==> src/rtl/systolic_pkg.sv <==
// ----------------------------------------------------------------------------
// systolic_pkg
// Shared definitions for the N x N output-stationary systolic array:
//   - state_t        : control FSM encoding (IDLE, LOAD, DRAIN, DONE)
//   - drain_steps()  : number of zero-injection steps needed to flush the skew
//   - step_cnt_bits(): width of a counter able to hold 0..max_steps
// ----------------------------------------------------------------------------
package systolic_pkg;

    typedef enum logic [1:0] {
        ST_IDLE  = 2'd0,
        ST_LOAD  = 2'd1,
        ST_DRAIN = 2'd2,
        ST_DONE  = 2'd3
    } state_t;

    // Last operand needs (N-1) steps of row skew plus (N-1) of column skew
    // to reach the far corner PE.
    function automatic int unsigned drain_steps(input int unsigned n);
        return 2 * (n - 1);
    endfunction

    function automatic int unsigned step_cnt_bits(input int unsigned max_steps);
        return (max_steps < 1) ? 1 : $clog2(max_steps + 1);
    endfunction

endpackage

==> src/rtl/systolic_array_nxn_if.sv <==
// ----------------------------------------------------------------------------
// systolic_array_nxn_if
// Job control, operand stream and result bus of the systolic array.
//   master : operand streamer / controller side (drives start, k_len, operands)
//   slave  : the array (drives in_ready, busy, done, result)
// Signals:
//   start    job start pulse          k_len    inner dimension of the job
//   in_valid operand beat valid       in_ready array accepts a beat (LOAD)
//   west_in  A column, row i slice    north_in B row, column j slice
//   busy     job in progress          done     one-cycle completion pulse
//   result   C(i,j) at [(i*N+j)*ACC_BIT +: ACC_BIT]
// ----------------------------------------------------------------------------
interface systolic_array_nxn_if #(
    parameter int unsigned N        = 4,
    parameter int unsigned DATA_BIT = 8,
    parameter int unsigned K_MAX    = 16,
    parameter int unsigned ACC_BIT  = 20
);
    localparam int unsigned KW = $clog2(K_MAX + 1);

    logic                      start;
    logic [KW-1:0]             k_len;
    logic                      in_valid;
    logic                      in_ready;
    logic [N*DATA_BIT-1:0]     west_in;
    logic [N*DATA_BIT-1:0]     north_in;
    logic                      busy;
    logic                      done;
    logic [N*N*ACC_BIT-1:0]    result;

    modport master (
        output start, k_len, in_valid, west_in, north_in,
        input  in_ready, busy, done, result
    );

    modport slave (
        input  start, k_len, in_valid, west_in, north_in,
        output in_ready, busy, done, result
    );

endinterface

==> src/rtl/systolic_array_nxn_pe_acc.sv <==
// ----------------------------------------------------------------------------
// pe_acc
// One processing element of the output-stationary array.
// On i_en: acc += i_west * i_north, and the operands are registered onward
// (west -> o_east, north -> o_south). i_clr zeroes everything synchronously.
// Ports:
//   clk, rst          clock, synchronous active-high reset
//   i_en              global advance enable
//   i_clr             synchronous clear (new job)
//   i_west, i_north   operands arriving from the neighbour / skew line
//   o_east, o_south   registered operands passed to the neighbours
//   o_acc             accumulator
// Build option: SYSTOLIC_SIGNED_EN selects two's-complement operands with a
// sign-extended product; otherwise operands are unsigned and zero-extended.
// Accumulation wraps modulo 2^ACC_BIT in both builds.
// ----------------------------------------------------------------------------
module pe_acc #(
    parameter int unsigned DATA_BIT = 8,
    parameter int unsigned ACC_BIT  = 20
) (
    input  logic                clk,
    input  logic                rst,
    input  logic                i_en,
    input  logic                i_clr,
    input  logic [DATA_BIT-1:0] i_west,
    input  logic [DATA_BIT-1:0] i_north,
    output logic [DATA_BIT-1:0] o_east,
    output logic [DATA_BIT-1:0] o_south,
    output logic [ACC_BIT-1:0]  o_acc
);

    logic [DATA_BIT-1:0] r_east;
    logic [DATA_BIT-1:0] r_south;
    logic [ACC_BIT-1:0]  r_acc;
    logic [ACC_BIT-1:0]  w_prod_ext;

`ifdef SYSTOLIC_SIGNED_EN
    logic signed [2*DATA_BIT-1:0] w_prod;
    assign w_prod     = $signed(i_west) * $signed(i_north);
    assign w_prod_ext = ACC_BIT'(w_prod);
`else
    logic [2*DATA_BIT-1:0] w_prod;
    assign w_prod     = i_west * i_north;
    assign w_prod_ext = ACC_BIT'(w_prod);
`endif

    always_ff @(posedge clk) begin
        if (rst || i_clr) begin
            r_east  <= '0;
            r_south <= '0;
            r_acc   <= '0;
        end else if (i_en) begin
            r_east  <= i_west;
            r_south <= i_north;
            r_acc   <= r_acc + w_prod_ext;
        end
    end

    assign o_east  = r_east;
    assign o_south = r_south;
    assign o_acc   = r_acc;

endmodule

==> src/rtl/systolic_array_nxn.sv <==
// ----------------------------------------------------------------------------
// systolic_array_nxn
// N x N output-stationary systolic matrix multiplier, C = A x B.
// Each accepted beat carries one column of A (west_in) and one row of B
// (north_in). Row i of A is skewed by i steps, column j of B by j steps, so
// element k meets in PE(i,j) on advance step k+i+j. After k_eff beats the
// array is flushed with zeros for 2*(N-1) steps, then done pulses once.
// Ports:
//   clk  clock
//   rst  synchronous active-high reset (aborts any job, no done)
//   bus  systolic_array_nxn_if.slave: start/k_len, in_valid/in_ready,
//        west_in/north_in, busy, done, result
// Build option: SYSTOLIC_SIGNED_EN (signed MAC, see pe_acc).
// ----------------------------------------------------------------------------
module systolic_array_nxn
    import systolic_pkg::*;
#(
    parameter int unsigned N        = 4,
    parameter int unsigned DATA_BIT = 8,
    parameter int unsigned K_MAX    = 16,
    parameter int unsigned ACC_BIT  = 20
) (
    input  logic                 clk,
    input  logic                 rst,
    systolic_array_nxn_if.slave  bus
);

    localparam int unsigned KW          = $clog2(K_MAX + 1);
    localparam int unsigned DRAIN_STEPS = drain_steps(N);
    localparam int unsigned CW          =
        step_cnt_bits((K_MAX > DRAIN_STEPS) ? K_MAX : DRAIN_STEPS);

    state_t          r_state;
    state_t          w_state_nxt;
    logic [KW-1:0]   r_keff;
    logic [CW-1:0]   r_cnt;
    logic [KW-1:0]   w_klen_clamp;
    logic            w_in_ready;
    logic            w_busy;
    logic            w_done;
    logic            w_accept;
    logic            w_adv;
    logic            w_clr;
    logic            w_last_beat;
    logic            w_last_drain;

    assign w_klen_clamp = (bus.k_len > KW'(K_MAX)) ? KW'(K_MAX) : bus.k_len;
    assign w_accept     = w_in_ready & bus.in_valid;
    assign w_adv        = w_accept | (r_state == ST_DRAIN);
    assign w_clr        = (r_state == ST_IDLE) & bus.start;
    assign w_last_beat  = ((r_cnt + CW'(1)) == CW'(r_keff));
    assign w_last_drain = (r_cnt == CW'(DRAIN_STEPS - 1));

    // ---------------- control FSM ----------------
    always_ff @(posedge clk) begin
        if (rst) begin
            r_state <= ST_IDLE;
        end else begin
            r_state <= w_state_nxt;
        end
    end

    always_comb begin
        w_state_nxt = r_state;
        case (r_state)
            ST_IDLE: begin
                if (bus.start) begin
                    w_state_nxt = (w_klen_clamp == '0) ? ST_DRAIN : ST_LOAD;
                end
            end
            ST_LOAD: begin
                if (w_accept && w_last_beat) begin
                    w_state_nxt = ST_DRAIN;
                end
            end
            ST_DRAIN: begin
                if (w_last_drain) begin
                    w_state_nxt = ST_DONE;
                end
            end
            ST_DONE: begin
                w_state_nxt = ST_IDLE;
            end
            default: begin
                w_state_nxt = ST_IDLE;
            end
        endcase
    end

    always_comb begin
        w_in_ready = 1'b0;
        w_busy     = 1'b0;
        w_done     = 1'b0;
        case (r_state)
            ST_LOAD: begin
                w_in_ready = 1'b1;
                w_busy     = 1'b1;
            end
            ST_DRAIN: begin
                w_busy     = 1'b1;
            end
            ST_DONE: begin
                w_done     = 1'b1;
            end
            default: begin
            end
        endcase
    end

    assign bus.in_ready = w_in_ready;
    assign bus.busy     = w_busy;
    assign bus.done     = w_done;

    // ---------------- step counter / job length ----------------
    // One counter serves both phases: beats accepted in LOAD, steps in DRAIN.
    always_ff @(posedge clk) begin
        if (rst) begin
            r_keff <= '0;
            r_cnt  <= '0;
        end else begin
            case (r_state)
                ST_IDLE: begin
                    r_cnt <= '0;
                    if (bus.start) begin
                        r_keff <= w_klen_clamp;
                    end
                end
                ST_LOAD: begin
                    if (w_accept) begin
                        r_cnt <= w_last_beat ? '0 : r_cnt + CW'(1);
                    end
                end
                ST_DRAIN: begin
                    r_cnt <= w_last_drain ? '0 : r_cnt + CW'(1);
                end
                default: begin
                    r_cnt <= '0;
                end
            endcase
        end
    end

    // ---------------- input skew ----------------
    logic [DATA_BIT-1:0] w_west_src  [N];
    logic [DATA_BIT-1:0] w_north_src [N];
    logic [DATA_BIT-1:0] w_west_sk   [N];
    logic [DATA_BIT-1:0] w_north_sk  [N];

    for (genvar g = 0; g < N; g++) begin : g_skew
        // Zeros are injected outside LOAD so DRAIN flushes the array cleanly.
        assign w_west_src[g]  = (r_state == ST_LOAD) ?
                                bus.west_in[g*DATA_BIT +: DATA_BIT]  : '0;
        assign w_north_src[g] = (r_state == ST_LOAD) ?
                                bus.north_in[g*DATA_BIT +: DATA_BIT] : '0;

        if (g == 0) begin : g_direct
            assign w_west_sk[g]  = w_west_src[g];
            assign w_north_sk[g] = w_north_src[g];
        end else begin : g_delay
            logic [DATA_BIT-1:0] r_wsr [g];
            logic [DATA_BIT-1:0] r_nsr [g];

            always_ff @(posedge clk) begin
                if (rst || w_clr) begin
                    for (int unsigned k = 0; k < g; k++) begin
                        r_wsr[k] <= '0;
                        r_nsr[k] <= '0;
                    end
                end else if (w_adv) begin
                    r_wsr[0] <= w_west_src[g];
                    r_nsr[0] <= w_north_src[g];
                    for (int unsigned k = 1; k < g; k++) begin
                        r_wsr[k] <= r_wsr[k-1];
                        r_nsr[k] <= r_nsr[k-1];
                    end
                end
            end

            assign w_west_sk[g]  = r_wsr[g-1];
            assign w_north_sk[g] = r_nsr[g-1];
        end
    end

    // ---------------- PE grid ----------------
    logic [DATA_BIT-1:0] w_east  [N][N];
    logic [DATA_BIT-1:0] w_south [N][N];
    logic [ACC_BIT-1:0]  w_acc   [N][N];

    for (genvar r = 0; r < N; r++) begin : g_row
        for (genvar c = 0; c < N; c++) begin : g_col
            logic [DATA_BIT-1:0] w_pe_west;
            logic [DATA_BIT-1:0] w_pe_north;

            if (c == 0) begin : g_wedge
                assign w_pe_west = w_west_sk[r];
            end else begin : g_winner
                assign w_pe_west = w_east[r][c-1];
            end

            if (r == 0) begin : g_nedge
                assign w_pe_north = w_north_sk[c];
            end else begin : g_ninner
                assign w_pe_north = w_south[r-1][c];
            end

            pe_acc #(
                .DATA_BIT (DATA_BIT),
                .ACC_BIT  (ACC_BIT)
            ) u_pe (
                .clk     (clk),
                .rst     (rst),
                .i_en    (w_adv),
                .i_clr   (w_clr),
                .i_west  (w_pe_west),
                .i_north (w_pe_north),
                .o_east  (w_east[r][c]),
                .o_south (w_south[r][c]),
                .o_acc   (w_acc[r][c])
            );

            assign bus.result[(r*N+c)*ACC_BIT +: ACC_BIT] = w_acc[r][c];
        end
    end

    // East/south pass registers of the last column/row leave the array.
    logic w_unused_edge;
    always_comb begin
        w_unused_edge = 1'b0;
        for (int unsigned k = 0; k < N; k++) begin
            w_unused_edge = w_unused_edge ^ (^w_east[k][N-1]) ^ (^w_south[N-1][k]);
        end
    end

endmodule

==> src/flat_wrapper.sv <==
// flat-port wrapper written by rule: the top's interface ports become plain ports
module systolic_array_nxn_flat import systolic_pkg::*;
#(
    parameter int unsigned N        = 4,
    parameter int unsigned DATA_BIT = 8,
    parameter int unsigned K_MAX    = 16,
    parameter int unsigned ACC_BIT  = 20
)
  (clk, rst, bus_start, bus_k_len, bus_in_valid, bus_west_in, bus_north_in, bus_in_ready, bus_busy, bus_done, bus_result);
  systolic_array_nxn_if #(.N(N), .DATA_BIT(DATA_BIT), .K_MAX(K_MAX), .ACC_BIT(ACC_BIT)) bus_i ();
  input  logic clk;
  input  logic rst;
  input wire logic [$bits(bus_i.start)-1:0] bus_start;
  input wire logic [$bits(bus_i.k_len)-1:0] bus_k_len;
  input wire logic [$bits(bus_i.in_valid)-1:0] bus_in_valid;
  input wire logic [$bits(bus_i.west_in)-1:0] bus_west_in;
  input wire logic [$bits(bus_i.north_in)-1:0] bus_north_in;
  output wire logic [$bits(bus_i.in_ready)-1:0] bus_in_ready;
  output wire logic [$bits(bus_i.busy)-1:0] bus_busy;
  output wire logic [$bits(bus_i.done)-1:0] bus_done;
  output wire logic [$bits(bus_i.result)-1:0] bus_result;
  assign bus_i.start = bus_start;
  assign bus_i.k_len = bus_k_len;
  assign bus_i.in_valid = bus_in_valid;
  assign bus_i.west_in = bus_west_in;
  assign bus_i.north_in = bus_north_in;
  assign bus_in_ready = bus_i.in_ready;
  assign bus_busy = bus_i.busy;
  assign bus_done = bus_i.done;
  assign bus_result = bus_i.result;
  systolic_array_nxn #(.N(N), .DATA_BIT(DATA_BIT), .K_MAX(K_MAX), .ACC_BIT(ACC_BIT)) u_core (.clk(clk), .rst(rst), .bus(bus_i));
endmodule
==> config.mk <==
export PLATFORM = sky130hd
export DESIGN_NAME = systolic_array_nxn_flat
export DESIGN_NICKNAME = d
export VERILOG_FILES = /design/src/rtl/systolic_pkg.sv /design/src/rtl/systolic_array_nxn_if.sv /design/src/rtl/systolic_array_nxn_pe_acc.sv /design/src/rtl/systolic_array_nxn.sv /design/src/flat_wrapper.sv
export SDC_FILE = /design/constraint.sdc
export NUM_CORES = 2
export LEC_CHECK = 0
export BUFFER_PORTS_ARGS = -buffer_cell sky130_fd_sc_hd__buf_2
export CORE_ASPECT_RATIO = 0.9
export CORE_MARGIN = 5
export CORE_UTILIZATION = 30
export DETAILED_ROUTE_END_ITERATION = 12
export GPL_ROUTABILITY_DRIVEN = 0
export PLACE_DENSITY_LB_ADDON = 0.3
export SYNTH_ARGS = -nofsm -noshare
export SYNTH_HDL_FRONTEND = slang
export SYNTH_SLANG_ARGS = --single-unit
==> constraint.sdc <==
create_clock -name clk -period 16.34 [get_ports clk]
set_clock_uncertainty 0.05 [all_clocks]
set_input_delay 0.817 -clock clk [delete_from_list [all_inputs] [get_ports clk]]
set_output_delay 0.817 -clock clk [all_outputs]
set_load 0.05 [all_outputs]
=== After elaboration in Yosys (flattened, before gate mapping) ===
Memories as Yosys holds them, arrays and structs flattened.
Index checks and enable logic that the tools add are counted.

* Add/sub/neg operators: 17
* $mul: 16
* Order comparisons: 1
* Equality and inequality tests: 9
* Multiplexer cells: 40
* Bitwise logic cells: 13
* Reduce and logical (&&, ||, !) cells: 9

{| class="wikitable"
|+ Operators with widths
! cell !! count
|-
| $add A20 B16 Y20 || 16
|-
| $mul A8 B8 Y16 || 16
|-
| $mux W8 || 20
|-
| $mux W5 || 4
|-
| $reduce_or A8 Y1 || 2
|-
| $or A1 B1 Y1 || 11
|-
| $mux W1 || 10
|-
| $pmux W5 S2 || 1
|-
| $mux W2 || 4
|-
| $pmux W2 S4 || 1
|-
| $ne A2 B1 Y1 const B || 3
|-
| $add A5 B1 Y5 const B || 1
|-
| $eq A5 B3 Y1 const B || 1
|-
| $eq A5 B5 Y1 || 1
|-
| $gt A5 B5 Y1 const B || 1
|-
| $logic_not A5 Y1 || 1
|-
| $eq A2 B2 Y1 const B || 2
|-
| $reduce_and A3 Y1 || 1
|-
| $and A1 B1 Y1 || 2
|-
| $eq A2 B1 Y1 const B || 1
|-
| $logic_not A2 Y1 || 1
|-
| $ne A2 B2 Y1 const B || 1
|-
| $reduce_and A2 Y1 || 1
|-
| $reduce_or A2 Y1 || 1
|-
| 2 further kinds || 2
|}

* Flip-flop bits (word level): 524
* Bits in writable memories: 96
* Memories: 6

{| class="wikitable"
|+ Memory list
! memory !! depth !! bits a word !! rd ports !! clocked after Yosys merged registers in !! write ports !! line !! RTL
|-
| u_core.g_skew[3].g_delay.r_nsr || 3 || 8 || 3 || 0 || 3 || systolic_array_nxn.sv:161 || <nowiki>logic [DATA_BIT-1:0] r_nsr [g];</nowiki>
|-
| u_core.g_skew[3].g_delay.r_wsr || 3 || 8 || 3 || 0 || 3 || systolic_array_nxn.sv:160 || <nowiki>logic [DATA_BIT-1:0] r_wsr [g];</nowiki>
|-
| u_core.g_skew[2].g_delay.r_nsr || 2 || 8 || 2 || 0 || 2 || systolic_array_nxn.sv:161 ||
|-
| u_core.g_skew[2].g_delay.r_wsr || 2 || 8 || 2 || 0 || 2 || systolic_array_nxn.sv:160 ||
|-
| u_core.g_skew[1].g_delay.r_nsr || 1 || 8 || 1 || 0 || 1 || systolic_array_nxn.sv:161 ||
|-
| u_core.g_skew[1].g_delay.r_wsr || 1 || 8 || 1 || 0 || 1 || systolic_array_nxn.sv:160 ||
|}

=== Depth between registers and ports, before layout ===
* Word-level depth: 9
* Mapped depth: 23

=== Modules after synthesis ===
From an unflattened synthesis, not the netlist that was laid out.

* Cells, all modules: 7,879
* Area total of the unflattened synthesis: 69,491.6 um^2

{| class="wikitable"
|+ By module, submodules not included
! module !! times used !! cells each !! area an instance (um^2)
|-
| pe_acc (u_core.g_row[1].g_col[2].u_pe ...) || 6 || 461 || 4,006.3
|-
| pe_acc (u_core.g_row[0].g_col[0].u_pe ...) || 5 || 488 || 4,144.0
|-
| pe_acc (u_core.g_row[3].g_col[1].u_pe ...) || 3 || 467 || 4,052.6
|-
| systolic_array_nxn || 1 || 331 || 4,490.6
|-
| pe_acc (u_core.g_row[3].g_col[0].u_pe) || 1 || 480 || 4,067.7
|-
| pe_acc (u_core.g_row[1].g_col[1].u_pe) || 1 || 461 || 4,017.6
|}

=== Worst setup path before layout ===
OpenSTA, ideal clock, no wires.

* Path kind: reg2reg
* Start: register u_core.r_state[1]
* End: register u_core.g_row[0].g_col[0].u_pe.r_acc[18]
* Setup time: 74 ps
* Arrival time: 5,606 ps
* Slack: 10,609 ps
* Cell stages (with the launch flop): 23
* Buffers on the path: 4
* Cells stage by stage: dfxtp_1 > inv_1 > ha_1 > buf_2 > clkbuf_1 > clkbuf_1 > clkbuf_1 > nand3_1 > fa_1 > inv_1 > fa_1 > fa_1 > inv_1 > fa_1 > inv_1 > ha_1 > a21o_1 > a21oi_1 > o21a_1 > o21ai_1 > nand4_1 > a2111o_1 > o21ai_0

* Word-level cells in the longest chain between the ends: 4

{| class="wikitable"
|+ RTL lines
! element !! line !! RTL
|-
| from (decl) || systolic_array_nxn.sv:33 || <nowiki>state_t r_state;</nowiki>
|-
| from (signal assigned) || systolic_array_nxn.sv:59 || <nowiki>r_state <= w_state_nxt;</nowiki>
|-
| $eq A2 B1 Y1 || systolic_array_nxn.sv:94 || <nowiki>case (r_state)</nowiki>
|-
| $mux W1 || systolic_array_nxn.sv:94 ||
|-
| via bus_in_ready || flat_wrapper.sv:18 || <nowiki>output wire logic [$bits(bus_i.in_ready)-1:0] bus_in_ready;</nowiki>
|-
| $and A1 B1 Y1 || systolic_array_nxn.sv:48 || <nowiki>assign w_accept = w_in_ready & bus.in_valid;</nowiki>
|-
| $or A1 B1 Y1 || systolic_array_nxn.sv:49 || <nowiki>assign w_adv = w_accept | (r_state == ST_DRAIN);</nowiki>
|-
| to (signal assigned) || systolic_array_nxn_pe_acc.sv:55 || <nowiki>r_acc <= r_acc + w_prod_ext;</nowiki>
|-
| to (decl) || systolic_array_nxn_pe_acc.sv:34 || <nowiki>logic [ACC_BIT-1:0] r_acc;</nowiki>
|}

The timed path passes the listed nets, and every way through them passes these cells.
A chain may end at the register's enable or synchronous reset.

=== Worst setup path after layout ===
* Start: register u_core.r_state[1]
* End: register u_core.g_row[0].g_col[0].u_pe.r_acc[18]

* Word-level cells in the longest chain between the ends: 4

{| class="wikitable"
|+ RTL lines
! element !! line !! RTL
|-
| $eq A2 B1 Y1 || systolic_array_nxn.sv:94, systolic_array_nxn.sv:151, systolic_array_nxn.sv:153 ||
|-
| $mux W8 (tied with other cells) || systolic_array_nxn.sv:151 || <nowiki>assign w_west_src[g] = (r_state == ST_LOAD) ?</nowiki>
|-
| $mul A8 B8 Y16 / $and A1 B1 Y1 (equally long branches) || systolic_array_nxn_pe_acc.sv:43, systolic_array_nxn.sv:48 ||
|-
| $add A20 B16 Y20 / $or A1 B1 Y1 (equally long branches) || systolic_array_nxn_pe_acc.sv:55, systolic_array_nxn.sv:49 ||
|}

Several ways; a longest one is shown, not always the timed one.

==> results_dict.tcl <==
set metrics [dict create \
    yosysUniqueCellTypes 80 \
    rsz0062_at_grt "no" \
    run_status "finished clean" \
    crit_path_top_delay_cell "ha_4" \
    ys_seq_area_share_pct 20.7 \
    final_common_cell "inv_1" \
    vias_per_cell 4.72 \
    ctsHtreeMaxLevel 3 \
    crit_path_cell_trace "inv_1 -> ha_4 -> and2_1 -> nand2_1 -> fa_1 -> inv_1 -> fa_1 -> fa_1 -> inv_1 -> fa_1 -> inv_1 -> ha_1 -> a21o_1 -> a21oi_1 -> o21a_1 -> o21ai_1 -> nand4_1 -> a2111o_1 -> o21ai_0" \
    vias 50900 \
    clkTransAtPathRegs_ns 0.06 \
    drc 0 \
    grt_pass1_vias 53500 \
    drt-total-wl_um 202000 \
    finalSetupTns_ns 0 \
    pwr_density_cell_nw_per_um2 75.2 \
    cts.sinks 620 \
    placed_cells 10600 \
    grt_max_degree 172 \
    layout_common_cells "inv_1, nand2_1, fa_1" \
    design.core.area_um2 214000 \
    drt_first_iter_violations 2854 \
    hold_buffers 0 \
    synth_seq_cells 620 \
    routedWlPerCell_um 18.7 \
    slew_violations 0 \
    critPathMaxStageDelay_ns 0.52 \
    post_cts_buffers 0 \
    synth_edf_count 96 \
    cts-root-buf "clkbuf_16" \
    fin_ws_ns 10.99 \
    slew-limit-headroom_pct 28.3 \
    cp-end-kind "flop" \
    synthFlopType "dfxtp_1" \
    ant_nets 0 \
    grt_antenna_before_repair 22 \
    setup.worst_path.start_class "flop" \
    clock_path_buffers 3 \
    hold-worst-slack_ns 0.340 \
    post-layout-total-power_mw 5.41 \
    syn_inst 7723 \
    grt_pass1_wl_um 318000 \
    maxCapViolCount 0 \
    io_pins 396 \
    synth_area_per_cell_um2 8.35 \
    cp.required_ns 16.92 \
    gr-total-overflow 0 \
    start_util_pct 30.1 \
    path_buf_inv 4 \
    yosysWarningCount 0 \
    ys_async_sr_fraction_pct 0 \
    hold_start "bus_north_in[31]" \
    hold_class "in2reg" \
    insertion_delay_ns 0.74 \
    drive_gt1_share_pct 7.85 \
    port_buffers 395 \
    dieWidth_um 499 \
    rows 161 \
    cp_top_family "adder cells" \
    syn_nets 9258 \
    crit_path_max_fanout 66 \
    ctsResizeCount 0 \
    final_cells 10800 \
    drtPass1Iterations 5 \
    setup_viol 0 \
    die-height_um 450 \
    worst_pin_slew_ns 1.07 \
    leakage_nw 34.8 \
    fin_crit_sh_pct 32.7 \
    cts_tree "built" \
    r2r-start "u_core.r_state[1]$_SDFFE_PP0P_" \
    fmax_ghz 0.187 \
    crit_arrival_ns 5.93 \
    syn_area_um2 64500 \
    syn_to_final_growth_pct 11.6 \
    hpwl_um 156000 \
    hold_viol 0 \
    nFillCells 22500 \
    path_class "reg2reg" \
    track_usage_pct 18.0 \
    final_nets 9397 \
    critPathLaunch "u_core.r_state[1]$_SDFFE_PP0P_" \
    period_minus_slack_ns 5.35 \
    cts_made_buffers 86 \
    pre_cts_slack_ns 11.06 \
    dieArea_um2 224000 \
    peakVddDrop_v 0.000139 \
]
## routing by layer
| layer | GRT usage, % | share of wire [%] |
|---|---|---|
| met1 | 23.5 | 45 |
| met2 | 29.7 | 46 |
| met3 | 3.19 | 4.9 |
| met4 | 6.92 | 4.3 |
| met5 | 0 | 0 |
## registers in the layout, summed over array words and instances, names as in the netlist
name	count
u_core.g_row.g_col.u_pe.o_acc	320
u_core.r_keff	5
u_core.r_state	2
u_core.g_skew.g_delay.r_nsr	48
u_core.r_cnt	5
u_core.g_skew.g_delay.r_wsr	48
u_core.g_row.g_col.u_pe.o_south	96
u_core.g_row.g_col.u_pe.o_east	96
## logic make-up (layout without fill, tap and decap cells)
| group | count (synthesis) | count (layout) | synth area share [%] |
|---|---|---|---|
| other | 0 | 8 | 0 |
| adders and majority gates | 1462 | 1462 | 37.7 |
| muxes | 4 | 4 | 0.0621 |
| DFF | 620 | 620 | 20.7 |
| AOI/OAI and AO/OA | 1071 | 1071 | 10.2 |
| buffers and inverters | 1962 | 2173 | 11.5 |
| and+or+nand+nor | 2462 | 2462 | 17.9 |
| xor gates and xnor gates | 142 | 142 | 1.95 |
## power by group
group / switching (mW) / internal (mW) / leakage, nW
Sequential: 0.236 / 1.70 / 5.29
Combinational: 1.14 / 0.276 / 28.0
Clock: 0.832 / 1.23 / 1.49
Total: 2.21 / 3.20 / 34.8
## synthesized netlist by cell type, drive strengths merged (4+ instances only)
cell type | instances | area, um^2
nor3 | 62 | 310
ha | 662 | 8280
a311oi | 7 | 67.6
a31oi | 17 | 106
a221o | 16 | 160
a32o | 5 | 50.1
mux2i | 4 | 40.0
o21bai | 25 | 188
xnor2 | 81 | 709
buf | 82 | 372
xor2 | 60 | 526
a21o | 73 | 548
o41ai | 11 | 134
nand4 | 16 | 100
a211oi | 74 | 576
nand3 | 101 | 505
and3 | 158 | 988
a21oi | 517 | 2600
edfxtp | 96 | 2880
o21ai | 170 | 851
nor4 | 6 | 37.5
fa | 800 | 16000
a211o | 7 | 61.3
or3 | 28 | 175
clkbuf | 292 | 1100
o31ai | 26 | 225
dfxtp | 524 | 10500
nor2b | 20 | 133
o311ai | 6 | 52.6
o211ai | 21 | 158
o21a | 27 | 203
and2 | 509 | 3180
and4 | 6 | 52.6
o22ai | 26 | 163
or4 | 4 | 30.0
or2 | 12 | 75.1
nand2b | 43 | 269
inv | 1587 | 5960
o31a | 4 | 35.0
nor3b | 6 | 45.0
a31o | 14 | 123
nor2 | 220 | 828
nand2 | 1266 | 4750
## worst paths after layout
path	end	slack (ns)	depth (start not counted)
worst max-delay path	u_core.g_row[0].g_col[0].u_pe.o_acc[18]$_SDFFE_PP0P_	10.99	19
worst min-delay path	u_core.g_skew[3].g_delay.r_nsr[0][7]$_SDFFCE_PN0P_	0.34	2
worst max register to register	u_core.g_row[0].g_col[0].u_pe.o_acc[18]$_SDFFE_PP0P_	10.99	19
worst min register to register	u_core.g_row[0].g_col[2].u_pe.o_acc[2]$_SDFFE_PP0P_	0.41	2
## area by class of cell
class,count,area (um^2),area share (%)
antenna,8,20.0,0.0278
clock buffer,112,2380,3.31
clock inverter,48,679,0.944
inverter,1588,5970,8.29
multi-input combinational,5141,43800,60.8
sequential,620,13400,18.6
tap,2852,3570,4.96
timing repair buffer,425,2230,3.09
## metrics by stage
| step | cell area (um^2) | util [%] |
|---|---|---|
| detailed placement | 68900 | 32.2 |
| CTS | 72000 | 33.6 |
| floorplan | 64500 | - |
| finish | 72000 | 33.6 |
| global placement | 68900 | 32.2 |
| global route | 72000 | 33.6 |
## worst reg2reg max path, cell delays in order (launching register included)
cell and delay, ns:
dfxtp_1 0.33, inv_1 0.14, ha_4 0.52, and2_1 0.31
nand2_1 0.09, fa_1 0.48, inv_1 0.06, fa_1 0.44
fa_1 0.52, inv_1 0.05, fa_1 0.48, inv_1 0.04
ha_1 0.36, a21o_1 0.19, a21oi_1 0.10, o21a_1 0.21
o21ai_1 0.22, nand4_1 0.19, a2111o_1 0.42, o21ai_0 0.07
Power figures use the tool's default switching activity.
